### src/rtl/wb_pkg.sv
// Shared writeback definitions: datapath widths (common with the register
// file), the queue entry layout and the hard-wired zero register.
package wb_pkg;

  localparam int DATA_WIDTH = 32;
  localparam int ADDR_WIDTH = 5;

  // Register 0 reads as zero; writes to it are dropped.
  localparam logic [ADDR_WIDTH-1:0] ZERO_REG = '0;

  typedef struct packed {
    logic                  valid;
    logic [ADDR_WIDTH-1:0] address;
    logic [DATA_WIDTH-1:0] data;
  } wb_entry_t;

endpackage

### src/rtl/wb_queue.sv
// Shift-compacting result queue for the multiply/divide unit. Entry 0 is
// always the oldest. Supports a head pop, an address squash and a tail push
// in the same cycle, and reports whether two probe addresses hit a valid
// entry.
module wb_queue
  import wb_pkg::*;
#(
  parameter int DEPTH = 4
) (
  input  logic                         clock,
  input  logic                         reset,
  input  logic                         enq_valid,
  input  logic [ADDR_WIDTH-1:0]        enq_address,
  input  logic [DATA_WIDTH-1:0]        enq_data,
  input  logic                         deq,
  input  logic                         squash_valid,
  input  logic [ADDR_WIDTH-1:0]        squash_address,
  input  logic [ADDR_WIDTH-1:0]        check_address_1,
  input  logic [ADDR_WIDTH-1:0]        check_address_2,
  output wb_entry_t                    head,
  output logic [$clog2(DEPTH+1)-1:0]   count,
  output logic                         match_1,
  output logic                         match_2
);

  localparam int CW = $clog2(DEPTH+1);
  localparam int IW = $clog2(DEPTH);

  wb_entry_t        entry_q    [DEPTH];
  wb_entry_t        entry_next [DEPTH];
  logic [CW-1:0]    count_q;
  logic [CW-1:0]    count_next;

  // Drop popped and squashed entries, slide survivors down in order, then
  // append the new result behind them.
  always_comb begin
    logic [CW-1:0] wr;
    logic          keep;
    wr = '0;
    for (int i = 0; i < DEPTH; i++) begin
      entry_next[i] = '0;
    end
    for (int i = 0; i < DEPTH; i++) begin
      keep = entry_q[i].valid
             && !(deq && (i == 0))
             && !(squash_valid && (entry_q[i].address == squash_address));
      if (keep) begin
        entry_next[wr[IW-1:0]] = entry_q[i];
        wr = wr + CW'(1);
      end
    end
    // The producer only pushes while count_q < DEPTH, so a slot is free.
    if (enq_valid) begin
      entry_next[wr[IW-1:0]] = '{valid: 1'b1, address: enq_address, data: enq_data};
      wr = wr + CW'(1);
    end
    count_next = wr;
  end

  // Queue storage and occupancy register.
  // NOTE: the entries are plain flops, not RAM, so clearing them on reset is
  // cheap and keeps stale valid bits from raising hazards after reset.
  always_ff @(posedge clock or posedge reset) begin
    if (reset) begin
      for (int i = 0; i < DEPTH; i++) begin
        entry_q[i] <= '0;
      end
      count_q <= '0;
    end else begin
      for (int i = 0; i < DEPTH; i++) begin
        entry_q[i] <= entry_next[i];
      end
      count_q <= count_next;
    end
  end

  // Probe the valid entries for pending writes to the decode sources.
  always_comb begin
    match_1 = 1'b0;
    match_2 = 1'b0;
    for (int i = 0; i < DEPTH; i++) begin
      if (entry_q[i].valid && (entry_q[i].address == check_address_1)) match_1 = 1'b1;
      if (entry_q[i].valid && (entry_q[i].address == check_address_2)) match_2 = 1'b1;
    end
  end

  assign head  = entry_q[0];
  assign count = count_q;

endmodule

### src/rtl/writeback_arbiter.sv
// Writeback arbiter: merges ALU results (never stalled) with queued or
// bypassed multiply results onto the single register-file write port, and
// flags decode hazards against queued and in-flight writes.
module writeback_arbiter
  import wb_pkg::wb_entry_t;
  import wb_pkg::ZERO_REG;
#(
  // Widths must match wb_pkg, which sizes the queue entries.
  parameter int DATA_WIDTH = wb_pkg::DATA_WIDTH,
  parameter int ADDR_WIDTH = wb_pkg::ADDR_WIDTH,
  parameter int DEPTH      = 4
) (
  input  logic                        clock,
  input  logic                        reset,
  input  logic                        alu_valid,
  input  logic [ADDR_WIDTH-1:0]       alu_address,
  input  logic [DATA_WIDTH-1:0]       alu_data,
  input  logic                        mul_valid,
  output logic                        mul_ready,
  input  logic [ADDR_WIDTH-1:0]       mul_address,
  input  logic [DATA_WIDTH-1:0]       mul_data,
  input  logic [ADDR_WIDTH-1:0]       check_address_1,
  input  logic [ADDR_WIDTH-1:0]       check_address_2,
  output logic                        hazard_1,
  output logic                        hazard_2,
  output logic [ADDR_WIDTH-1:0]       write_address,
  output logic [DATA_WIDTH-1:0]       write_data_in,
  output logic                        WriteEnable,
  output logic [$clog2(DEPTH+1)-1:0]  pending_count
);

  localparam int CW = $clog2(DEPTH+1);

  wb_entry_t             head;
  logic                  q_match_1;
  logic                  q_match_2;
  logic                  mul_fire;
  logic                  deq;
  logic                  bypass;
  logic                  enq_valid;
  logic                  squash_valid;
  logic                  sel_valid;
  logic [ADDR_WIDTH-1:0] sel_address;
  logic [DATA_WIDTH-1:0] sel_data;

  // Ready depends only on the registered count, so a full queue stays
  // closed even in a cycle where it drains.
  assign mul_ready    = (pending_count < CW'(DEPTH));
  assign mul_fire     = mul_valid && mul_ready;
  // A younger ALU write makes any queued write to the same register stale.
  assign squash_valid = alu_valid && (alu_address != ZERO_REG);
  // Register-0 multiply results are accepted and discarded.
  assign enq_valid    = mul_fire && !bypass && (mul_address != ZERO_REG);

  // Priority select: ALU, then oldest queued result, then bypass.
  always_comb begin
    sel_valid   = 1'b0;
    sel_address = ZERO_REG;
    sel_data    = '0;
    deq         = 1'b0;
    bypass      = 1'b0;
    if (alu_valid) begin
      sel_valid   = 1'b1;
      sel_address = alu_address;
      sel_data    = alu_data;
    end else if (head.valid) begin
      sel_valid   = 1'b1;
      sel_address = head.address;
      sel_data    = head.data;
      deq         = 1'b1;
    end else if (mul_fire) begin
      sel_valid   = 1'b1;
      sel_address = mul_address;
      sel_data    = mul_data;
      bypass      = 1'b1;
    end
  end

  wb_queue #(
    .DEPTH (DEPTH)
  ) u_queue (
    .clock           (clock),
    .reset           (reset),
    .enq_valid       (enq_valid),
    .enq_address     (mul_address),
    .enq_data        (mul_data),
    .deq             (deq),
    .squash_valid    (squash_valid),
    .squash_address  (alu_address),
    .check_address_1 (check_address_1),
    .check_address_2 (check_address_2),
    .head            (head),
    .count           (pending_count),
    .match_1         (q_match_1),
    .match_2         (q_match_2)
  );

  // Register the selected write; register 0 never asserts the enable.
  // NOTE: non-blocking assignments here so every flop samples the pre-edge
  // values of the select logic, independent of statement order.
  always_ff @(posedge clock or posedge reset) begin
    if (reset) begin
      WriteEnable   <= 1'b0;
      write_address <= '0;
      write_data_in <= '0;
    end else begin
      WriteEnable <= sel_valid && (sel_address != ZERO_REG);
      if (sel_valid) begin
        write_address <= sel_address;
        write_data_in <= sel_data;
      end
    end
  end

  assign hazard_1 = (check_address_1 != ZERO_REG)
                    && (q_match_1 || (WriteEnable && (write_address == check_address_1)));
  assign hazard_2 = (check_address_2 != ZERO_REG)
                    && (q_match_2 || (WriteEnable && (write_address == check_address_2)));

endmodule
### config.mk
export PLATFORM = sky130hd
export DESIGN_NAME = writeback_arbiter
export DESIGN_NICKNAME = d
export VERILOG_FILES = /design/src/rtl/wb_pkg.sv /design/src/rtl/wb_queue.sv /design/src/rtl/writeback_arbiter.sv
export SDC_FILE = /design/constraint.sdc
export NUM_CORES = 1
export LEC_CHECK = 0
export ABC_CLOCK_PERIOD_IN_PS = 6650
export CAP_MARGIN = 20
export CORE_AREA = 10 10 198 153
export DETAILED_ROUTE_END_ITERATION = 6
export DIE_AREA = 0 0 208 163
export PLACE_DENSITY = 0.69
export SETUP_SLACK_MARGIN = 0.4
export SLEW_MARGIN = 10
export SYNTH_ARGS = -nofsm -noshare
export SYNTH_HDL_FRONTEND = slang
export SYNTH_SLANG_ARGS = --single-unit
### constraint.sdc
create_clock -name clock -period 6.65 [get_ports clock]
set_input_delay 1.33 -clock clock [delete_from_list [all_inputs] [get_ports clock]]
set_output_delay 1.33 -clock clock [all_outputs]
set_load 0.005 [all_outputs]
## After elaboration in Yosys (flattened, before gate mapping)

Cells that the tools add are included.

- Bitwise gates (word level): 4
- Order comparisons: 9
- Add/subtract/negate cells: 4
- Multiplexer cells: 43
- Eq/ne operators: 14
- Reduce and logical (&&, ||, !) cells: 43

Operators with widths:

| operator | number |
|---|---|
| 152-bit bitwise mux | 4 |
| 152-bit two-way mux | 4 |
| 38-bit demux with 2-bit select | 4 |
| 38-bit two-way mux | 5 |
| 32-bit two-way mux | 3 |
| 5-bit == test | 14 |
| 1-bit logical AND | 30 |
| 5-bit nonzero test | 5 |
| 1-bit two-way mux | 16 |
| 5-bit two-way mux | 3 |
| 3-bit greater-or-equal comparator, second input constant | 4 |
| 3-bit by 1-bit less-than comparator with 1-bit output, second input constant | 4 |
| 3-bit two-way mux | 4 |
| 3-bit by 1-bit adder with 3-bit output, second input constant | 3 |
| 2-bit NOT with 3-bit output | 3 |
| 1-bit logical NOT | 6 |
| 3-bit less-than comparator, second input constant | 1 |
| 1-bit NOT with 3-bit output | 1 |
| 1-bit by 1-bit adder with 2-bit output, second input constant | 1 |
| 1-bit logical OR | 2 |

- Input bits: 88
- Output and inout port bits: 44
- Word-level logic and storage cells: 133
- Flip-flop bits (word level): 193

## Depth between registers and ports, before layout

Gate-level depths: netlist of run 1.

- Word-level depth: 19
- Gate-level depth with buffers: 18
- Mapped depth without buffers: 13

## Modules after synthesis

Synthesis of run 1 repeated with hierarchy kept, for this count alone.

- Cell total of the unflattened synthesis: 1324
- Area, all modules: 12160.4 um^2

By module, submodules not included:

| module | seq. area each (um^2) | cells an instance | area an instance (um^2) | times used |
|---|---|---|---|---|
| wb_queue | 3878.7 | 1011 | 9713.1 | 1 |
| writeback_arbiter | 950.9 | 313 | 2447.3 | 1 |

## Least setup slack after synthesis of run 1

OpenSTA, ideal clock, no wires.

- Path kind: in2reg
- From: input alu_address[0]
- To: register u_queue.entry_q[45] (netlist bit)
- Buffers on the path: 4
- Stages on the path: 16
- Setup slack: 1428 ps
- Arrival time: 5157 ps
- Cells stage by stage: buf_2 or4_4 o21ai_4 o41a_1 clkbuf_1 clkbuf_1 inv_1 ha_1 xnor2_4 inv_2 ha_1 and2_1 nor3_2 clkbuf_1 a22o_1 mux2_2

RTL lines:

| element | line | RTL |
|---|---|---|
| start: declaration | writeback_arbiter.sv:16 | `input logic [ADDR_WIDTH-1:0] alu_address,` |
| end signal: indexed assignment | wb_queue.sv:71 | `entry_q[i] <= entry_next[i];` |
| end: declaration | wb_queue.sv:29 | `wb_entry_t entry_q [DEPTH];` |

==> flow_summary.json, run 1 <==
{
  "status": "complete, no violations",
  "maxCapViolCount": 0,
  "tritoncts": "built",
  "place_ws_ps": 1070,
  "cp_max_fo": 29,
  "worst_path_most_repeated_cell": "ha_1",
  "synth-compound-area-share_pct": 21.3,
  "setup_ws_ps": 1470,
  "wl_um": 39600,
  "hp-class": "reg -> reg",
  "grt_start_max_net_pins": 167,
  "fmax_ghz": 0.193,
  "die_h_um": 163,
  "pwr_density_cell_mw_per_mm2": 307,
  "area_growth_syn_to_layout_pct": 18.0,
  "htreeDepth": 4,
  "drt_iter0_markers": 1341,
  "grt_pass1_wl_um": 62200,
  "synth_nets": 1356,
  "syn_area_mm2": 0.0117,
  "yosysSeqAreaShare_pct": 41.2,
  "crit_path_start_kind": "input port",
  "setup_tns_ps": 0,
  "cts_buffers": 17,
  "p_leak_nw": 6.00,
  "dieArea_mm2": 0.0339,
  "die_x_um": 208,
  "critical_path.slowest_cell": "or4_4",
  "path_class": "in -> reg",
  "drc_errors": 0,
  "p_total_mw": 4.25,
  "cts_resized": 0,
  "gr-total-overflow": 0,
  "firstDrtPassIters": 7,
  "grt_setup_unrepaired": "no",
  "drive_gt1_share_pct": 13.2,
  "holdBufCountCts": 0,
  "dp_hpwl_um": 24700,
  "synth_ff_type": "dfrtp_1",
  "wl_per_cell_um": 23.8,
  "cp-end-kind": "flip-flop",
  "multi_input_area_mm2": 0.00631,
  "maxSlewHeadroom_pct": 29.3,
  "ys_seq_elements": 193,
  "worst_pin_slew_ps": 1060,
  "hold_viol_final": 0,
  "rows": 52,
  "synth-simple-area-share_pct": 14.0,
  "synth.top_cells.by_area": "dfrtp_1 (41%), mux2_2 (7.0%), o21ai_0 (4.8%)",
  "synthMuxAreaShare_pct": 11.5,
  "yosysWarnings": 0,
  "clk_latency_ps": 450,
  "synth_top_family_by_area": "compound AO/OA/AOI/OAI gates",
  "crit_chain": "clkdlybuf4s50_1, or4_4, o21ai_4, o31a_2, inv_1, ha_1, xnor2_4, inv_2, ha_1, and2_1, nor3_4, buf_4, a22o_1, mux2_2",
  "first_global_vias": 10424,
  "port_buffers": 131,
  "n_fill_cell": 2382,
  "vias_per_cell": 6.38,
  "seq_area_mm2": 0.00483,
  "skew_ps": 11.3,
  "setup_viol": 0,
  "antenna_cells": 0,
  "synth_edf_count": 0,
  "root_buffer": "clkbuf_16",
  "yosys.area.top_type_share_pct": 41.2,
  "ioPinCount": 132,
  "syn_inst": 1262,
  "crit_required_ps": 7030,
  "nNetsFinal": 1393,
  "ant_nets": 0,
  "synth.avg_cell_area_um2": 9.29,
  "worst_ep_arrival_time_ps": 5560,
  "drv_slew": 0,
  "cts.path.max_buffers": 2,
  "max_stage_delay_ps": 590,
  "core_area_mm2": 0.0265,
  "cts.sinks": 193,
  "initial_core_util_pct": 44.2,
  "synth_fa_ha_area_share_pct": 0.641,
  "grt_util_all_layers_pct": 22.6,
  "antenna_found_initial": 1,
  "vias": 10605,
  "irDropWorstVdd_mv": 0.206,
  "clkTransAtPathRegs_ps": 80,
  "r2r_slack_ps": 2460,
  "finalCritPeriodShare_pct": 77.9,
  "layout_min_cycle_time_ps": 5180,
  "synth_xor_area_share_pct": 5.84,
  "post_cts_buffers": 0,
  "gp_congestion": 0.891,
  "async_flop_share_pct": 100,
  "synth_cell_type_count": 53,
  "synth_top_area_cell": "dfrtp_1"
}
cell usage after synthesis, types with 15 or more instances:
cell / instances
a211oi_1: 23
a21oi_1: 72
a22o_1: 37
a22oi_1: 34
a31oi_1: 39
and3_1: 60
clkbuf_1: 105
dfrtp_1: 193
mux2_1: 20
mux2_2: 73
mux2_4: 19
nand2_1: 95
nand3_1: 64
nand4_1: 41
nor2_1: 44
o21ai_0: 113
o22ai_1: 36
o2bb2ai_1: 15
xnor2_1: 45
xor2_1: 30
cells in the final DEF (no fill, tap or decap), drive strengths merged, types with 2 or more instances in the layout:
cell type / Yosys / routed
or3: 2 / 2
nor4: 8 / 8
o311a: 3 / 3
a21oi: 73 / 73
dfrtp: 193 / 193
a211oi: 23 / 23
a31oi: 39 / 39
nand4: 41 / 41
inv: 9 / 18
ha: 6 / 6
and2: 7 / 7
mux2: 112 / 112
clkbuf: 106 / 17
xnor2: 46 / 46
clkinv: 1 / 4
xor2: 30 / 30
a211o: 2 / 2
o2bb2ai: 15 / 15
buf: 37 / 30
a22o: 37 / 37
o21ai: 116 / 116
clkdlybuf4s50: 0 / 131
o31a: 2 / 2
a21o: 4 / 4
nor3: 4 / 4
nand3: 64 / 64
clkinvlp: 0 / 2
or4: 3 / 3
nor2: 44 / 44
nand2: 95 / 95
o22ai: 36 / 36
nor2b: 2 / 2
and3: 60 / 60
a22oi: 34 / 34
cell type report:
type / count / share of cell area [%]
Sequential cell: 193 / 34.9
Inverter: 10 / 0.299
Clock inverter: 15 / 1.31
Timing Repair Buffer: 161 / 11.6
Clock buffer: 17 / 3.08
Multi-Input combinational cell: 916 / 45.6
Tap cell: 351 / 3.18
flip-flops by register name, summed over array words and instances, names as in the netlist:
name	cells
u_queue.entry_q	114
u_queue.head	38
write_data_in	32
write_address	5
u_queue.count	3
WriteEnable	1
worst max-delay path, delay by kind of cell:
family | cells | cell delay, ps
AOI/OAI and AO/OA | 3 | 750
xor gates and xnor gates | 1 | 360
adders and majority gates | 2 | 600
buffers and inverters | 4 | 1230
muxes | 1 | 150
and+or+nand+nor | 3 | 1110
logic make-up after synthesis:
group,count (synthesis)
and+or+nand+nor,330
DFF,193
adders and majority gates,6
AOI/OAI and AO/OA,391
buffers and inverters,153
xor gates and xnor gates,76
muxes,113
power breakdown:
part,switching [mW],internal (mW),leakage [nW]
Sequential,0.192,1.41,2.58
Clock,0.530,0.544,0.296
Combinational,0.873,0.700,3.13
Total,1.59,2.65,6.00
routing by layer:
metal	GRT usage (%)	share of wire, %	wire, µm
met5	0	0.023	9
met4	6.93	2.0	801
met3	5.14	9.4	3730
met2	34.1	44	17500
met1	31.7	44	17600
worst paths after layout:
kind                                               start                       endpoint  depth (start not counted)
max reg2reg                   u_queue.head[37]$_DFF_PP0_     u_queue.head[21]$_DFF_PP0_                         12
min in group asynchronous                          reset  write_data_in[30]$_DFFE_PP0P_                          2
max                                       alu_address[0]  u_queue.entry_q[47]$_DFF_PP0_                         14
max in group asynchronous                          reset  u_queue.entry_q[96]$_DFF_PP0_                          3
min                        write_data_in[21]$_DFFE_PP0P_  write_data_in[21]$_DFFE_PP0P_                          2
min reg2reg                write_data_in[21]$_DFFE_PP0P_  write_data_in[21]$_DFFE_PP0P_                          2
through the flow:
stage | utilization [%] | instances | hold WS (ps) | cell area [µm²]
6_report | 52.1 | 1663 | 507 | 13800
5_1_grt | 52.1 | 1663 | 546 | 13800
4_1_cts | 52.1 | 1663 | 514 | 13800
3_5_place_dp | 49.8 | 1631 | 496 | 13200
3_3_place_gp | 49.8 | 1631 | 487 | 13200
2_1_floorplan | - | 1262 | 494 | 11700
Note: power is estimated with default switching activity, not from simulation.
==> run 2, diff against run 1 <==
--- a/config.mk
+++ b/config.mk
@@ -5,12 +5,12 @@
 export SDC_FILE = /design/constraint.sdc
 export NUM_CORES = 1
 export LEC_CHECK = 0
-export ABC_CLOCK_PERIOD_IN_PS = 6650
+export ABC_CLOCK_PERIOD_IN_PS = 5280
 export CAP_MARGIN = 20
 export CORE_AREA = 10 10 198 153
 export DETAILED_ROUTE_END_ITERATION = 6
 export DIE_AREA = 0 0 208 163
-export PLACE_DENSITY = 0.69
+export PLACE_DENSITY = 0.67
 export SETUP_SLACK_MARGIN = 0.4
 export SLEW_MARGIN = 10
 export SYNTH_ARGS = -nofsm -noshare
==> constraint.sdc (replaced) <==
create_clock -name clock -period 5.28 [get_ports clock]
set_input_delay 1.056 -clock clock [delete_from_list [all_inputs] [get_ports clock]]
set_output_delay 1.056 -clock clock [all_outputs]
set_load 0.005 [all_outputs]
==> run 2 against run 1 <==
Combinational power rose by 29%. Critical endpoint is now u_queue.entry_q[26]$_DFF_PP0_. Sequential share of layout area fell by 0.30 points. Largest power group is now combinational cells. Clock skew rose by 1.2 ps. Die area did not move. Via count fell by 0.60%. Sequential power rose by 26%.
==> flow_summary.json, run 2 (synthesis results as in run 1) <==
{
  "grt_pass1_wl_um": 62900,
  "min_path_cells": 2,
  "vias_per_cell": 6.29,
  "path_class": "in -> reg",
  "setup_viol": 0,
  "finalCritPeriodShare_pct": 86.6,
  "core_area_mm2": 0.0265,
  "holdWs_ps": 505,
  "initial_core_util_pct": 44.2,
  "grt_setup_unrepaired": "no",
  "crit_required_ps": 5620,
  "setup_tns_ps": 0,
  "grt_util_all_layers_pct": 23.1,
  "crit_buf_inv": 4,
  "crit_chain": "clkdlybuf4s50_1, or4_4, o21ai_4, o31a_2, buf_4, ha_1, o21ai_0, inv_1, ha_1, and2_1, buf_4, a21oi_1, o21ai_0",
  "first_global_vias": 10319,
  "drv_slew": 0,
  "maxCapViolCount": 0,
  "grt_start_max_net_pins": 95,
  "firstDrtPassIters": 5,
  "final_core_util_pct": 52.5,
  "cts.path.max_buffers": 2,
  "gr-total-overflow": 0,
  "antenna_cells": 0,
  "drt_iter0_markers": 1223,
  "root_buffer": "clkbuf_16",
  "cts.sinks": 193,
  "clk_latency_ps": 440,
  "path_depth": 13,
  "nNetsFinal": 1405,
  "worstRegToRegCells": 12,
  "cp_max_fo": 22,
  "largest_register_ffs": 114,
  "cts_resized": 0,
  "pwr_density_cell_mw_per_mm2": 385,
  "rows": 52,
  "antenna_found_initial": 0,
  "dieArea_mm2": 0.0339,
  "htreeDepth": 4,
  "max_stage_delay_ps": 660,
  "fmax_ghz": 0.219,
  "p_leak_nw": 6.08,
  "holdBufCountCts": 0,
  "die_x_um": 208,
  "vias": 10541,
  "layout_commonest_cell": "dfrtp_1",
  "layout.cells.most_common_list": "dfrtp_1 (193), clkdlybuf4s50_1 (131), o21ai_0 (113), nand2_1 (93), mux2_2 (73)",
  "worst_ep_arrival_time_ps": 4910,
  "gp_congestion": 0.935,
  "placed_cells": 1643,
  "regMostFlops": "u_queue.entry_q",
  "hold_viol_final": 0,
  "cts_buffers": 17,
  "tritoncts": "built",
  "clkTransAtPathRegs_ps": 70,
  "dp_hpwl_um": 25100,
  "cp-end-kind": "flip-flop",
  "r2r_slack_ps": 1640,
  "worst_pin_slew_ps": 1110,
  "crit_family": "simple AND/OR/NAND/NOR gates",
  "wl_per_cell_um": 23.8,
  "critical_path.slowest_cell": "and2_1",
  "drc_errors": 0,
  "maxSlewHeadroom_pct": 25.9,
  "layout_min_cycle_time_ps": 4570,
  "irDropWorstVdd_mv": 0.261,
  "hp-class": "reg -> reg",
  "ant_nets": 0,
  "stdcell_count": 1675,
  "wl_um": 39900,
  "area_growth_syn_to_layout_pct": 19.0,
  "die_h_um": 163,
  "skew_ps": 12.5,
  "ioPinCount": 132,
  "crit_path_start_kind": "input port",
  "status": "complete, no violations",
  "drive_gt1_share_pct": 14.0,
  "port_buffers": 131,
  "post_cts_buffers": 0
}
-- run 2: metrics by stage --
| stage | area [µm²] | power, mW | setup slack [ps] |
|---|---|---|---|
| 2_1_floorplan | 11700 | 3.22 | 433 |
| 3_3_place_gp | 13400 | 4.00 | 431 |
| 3_5_place_dp | 13400 | 4.04 | 317 |
| 4_1_cts | 13900 | 5.36 | 781 |
| 5_1_grt | 13900 | 5.64 | 519 |
| 6_report | 13900 | 5.37 | 710 |
-- run 2: cell type report --
cell class / count / area (µm²)
tap: 351 / 439
timing repair buffer: 173 / 1740
clock inverter: 13 / 133
inverter: 10 / 41.3
multi-input combinational: 916 / 6310
clock buffer: 19 / 453
sequential: 193 / 4830
fill: 2414 / 12600
-- run 2: path summary, 6_finish.rpt --
check                                              start                             to
min in group asynchronous                          reset  write_data_in[28]$_DFFE_PP0P_
hold reg to reg            write_data_in[20]$_DFFE_PP0P_  write_data_in[20]$_DFFE_PP0P_
setup reg to reg              u_queue.head[35]$_DFF_PP0_  u_queue.entry_q[55]$_DFF_PP0_
max in group asynchronous                          reset      u_queue.head[6]$_DFF_PP0_
setup / recovery                          alu_address[4]  u_queue.entry_q[26]$_DFF_PP0_
hold / removal             write_data_in[20]$_DFFE_PP0P_  write_data_in[20]$_DFFE_PP0P_
-- run 2: power breakdown --
part | switching, mW | total [mW] | internal, mW
logic | 1.12 | 2.03 | 0.913
clock network | 0.595 | 1.32 | 0.724
registers | 0.242 | 2.02 | 1.78
total | 1.95 | 5.37 | 3.41
-- run 2: routing by layer --
metal	part of all wire (%)	track usage [%]
met1	46	33.0
met2	44	34.4
met3	9.1	5.37
met4	1.2	5.42
met5	0	0
-- run 2: worst register-to-register path, stage by stage, from the launching register on --
cell	delay (ps)
dfrtp_1	470
xnor2_1	230
nand3_1	130
o31a_2	330
buf_4	220
ha_1	260
o21ai_0	250
inv_1	100
ha_1	300
nand2_1	150
o22ai_4	480
buf_12	250
mux2_2	360
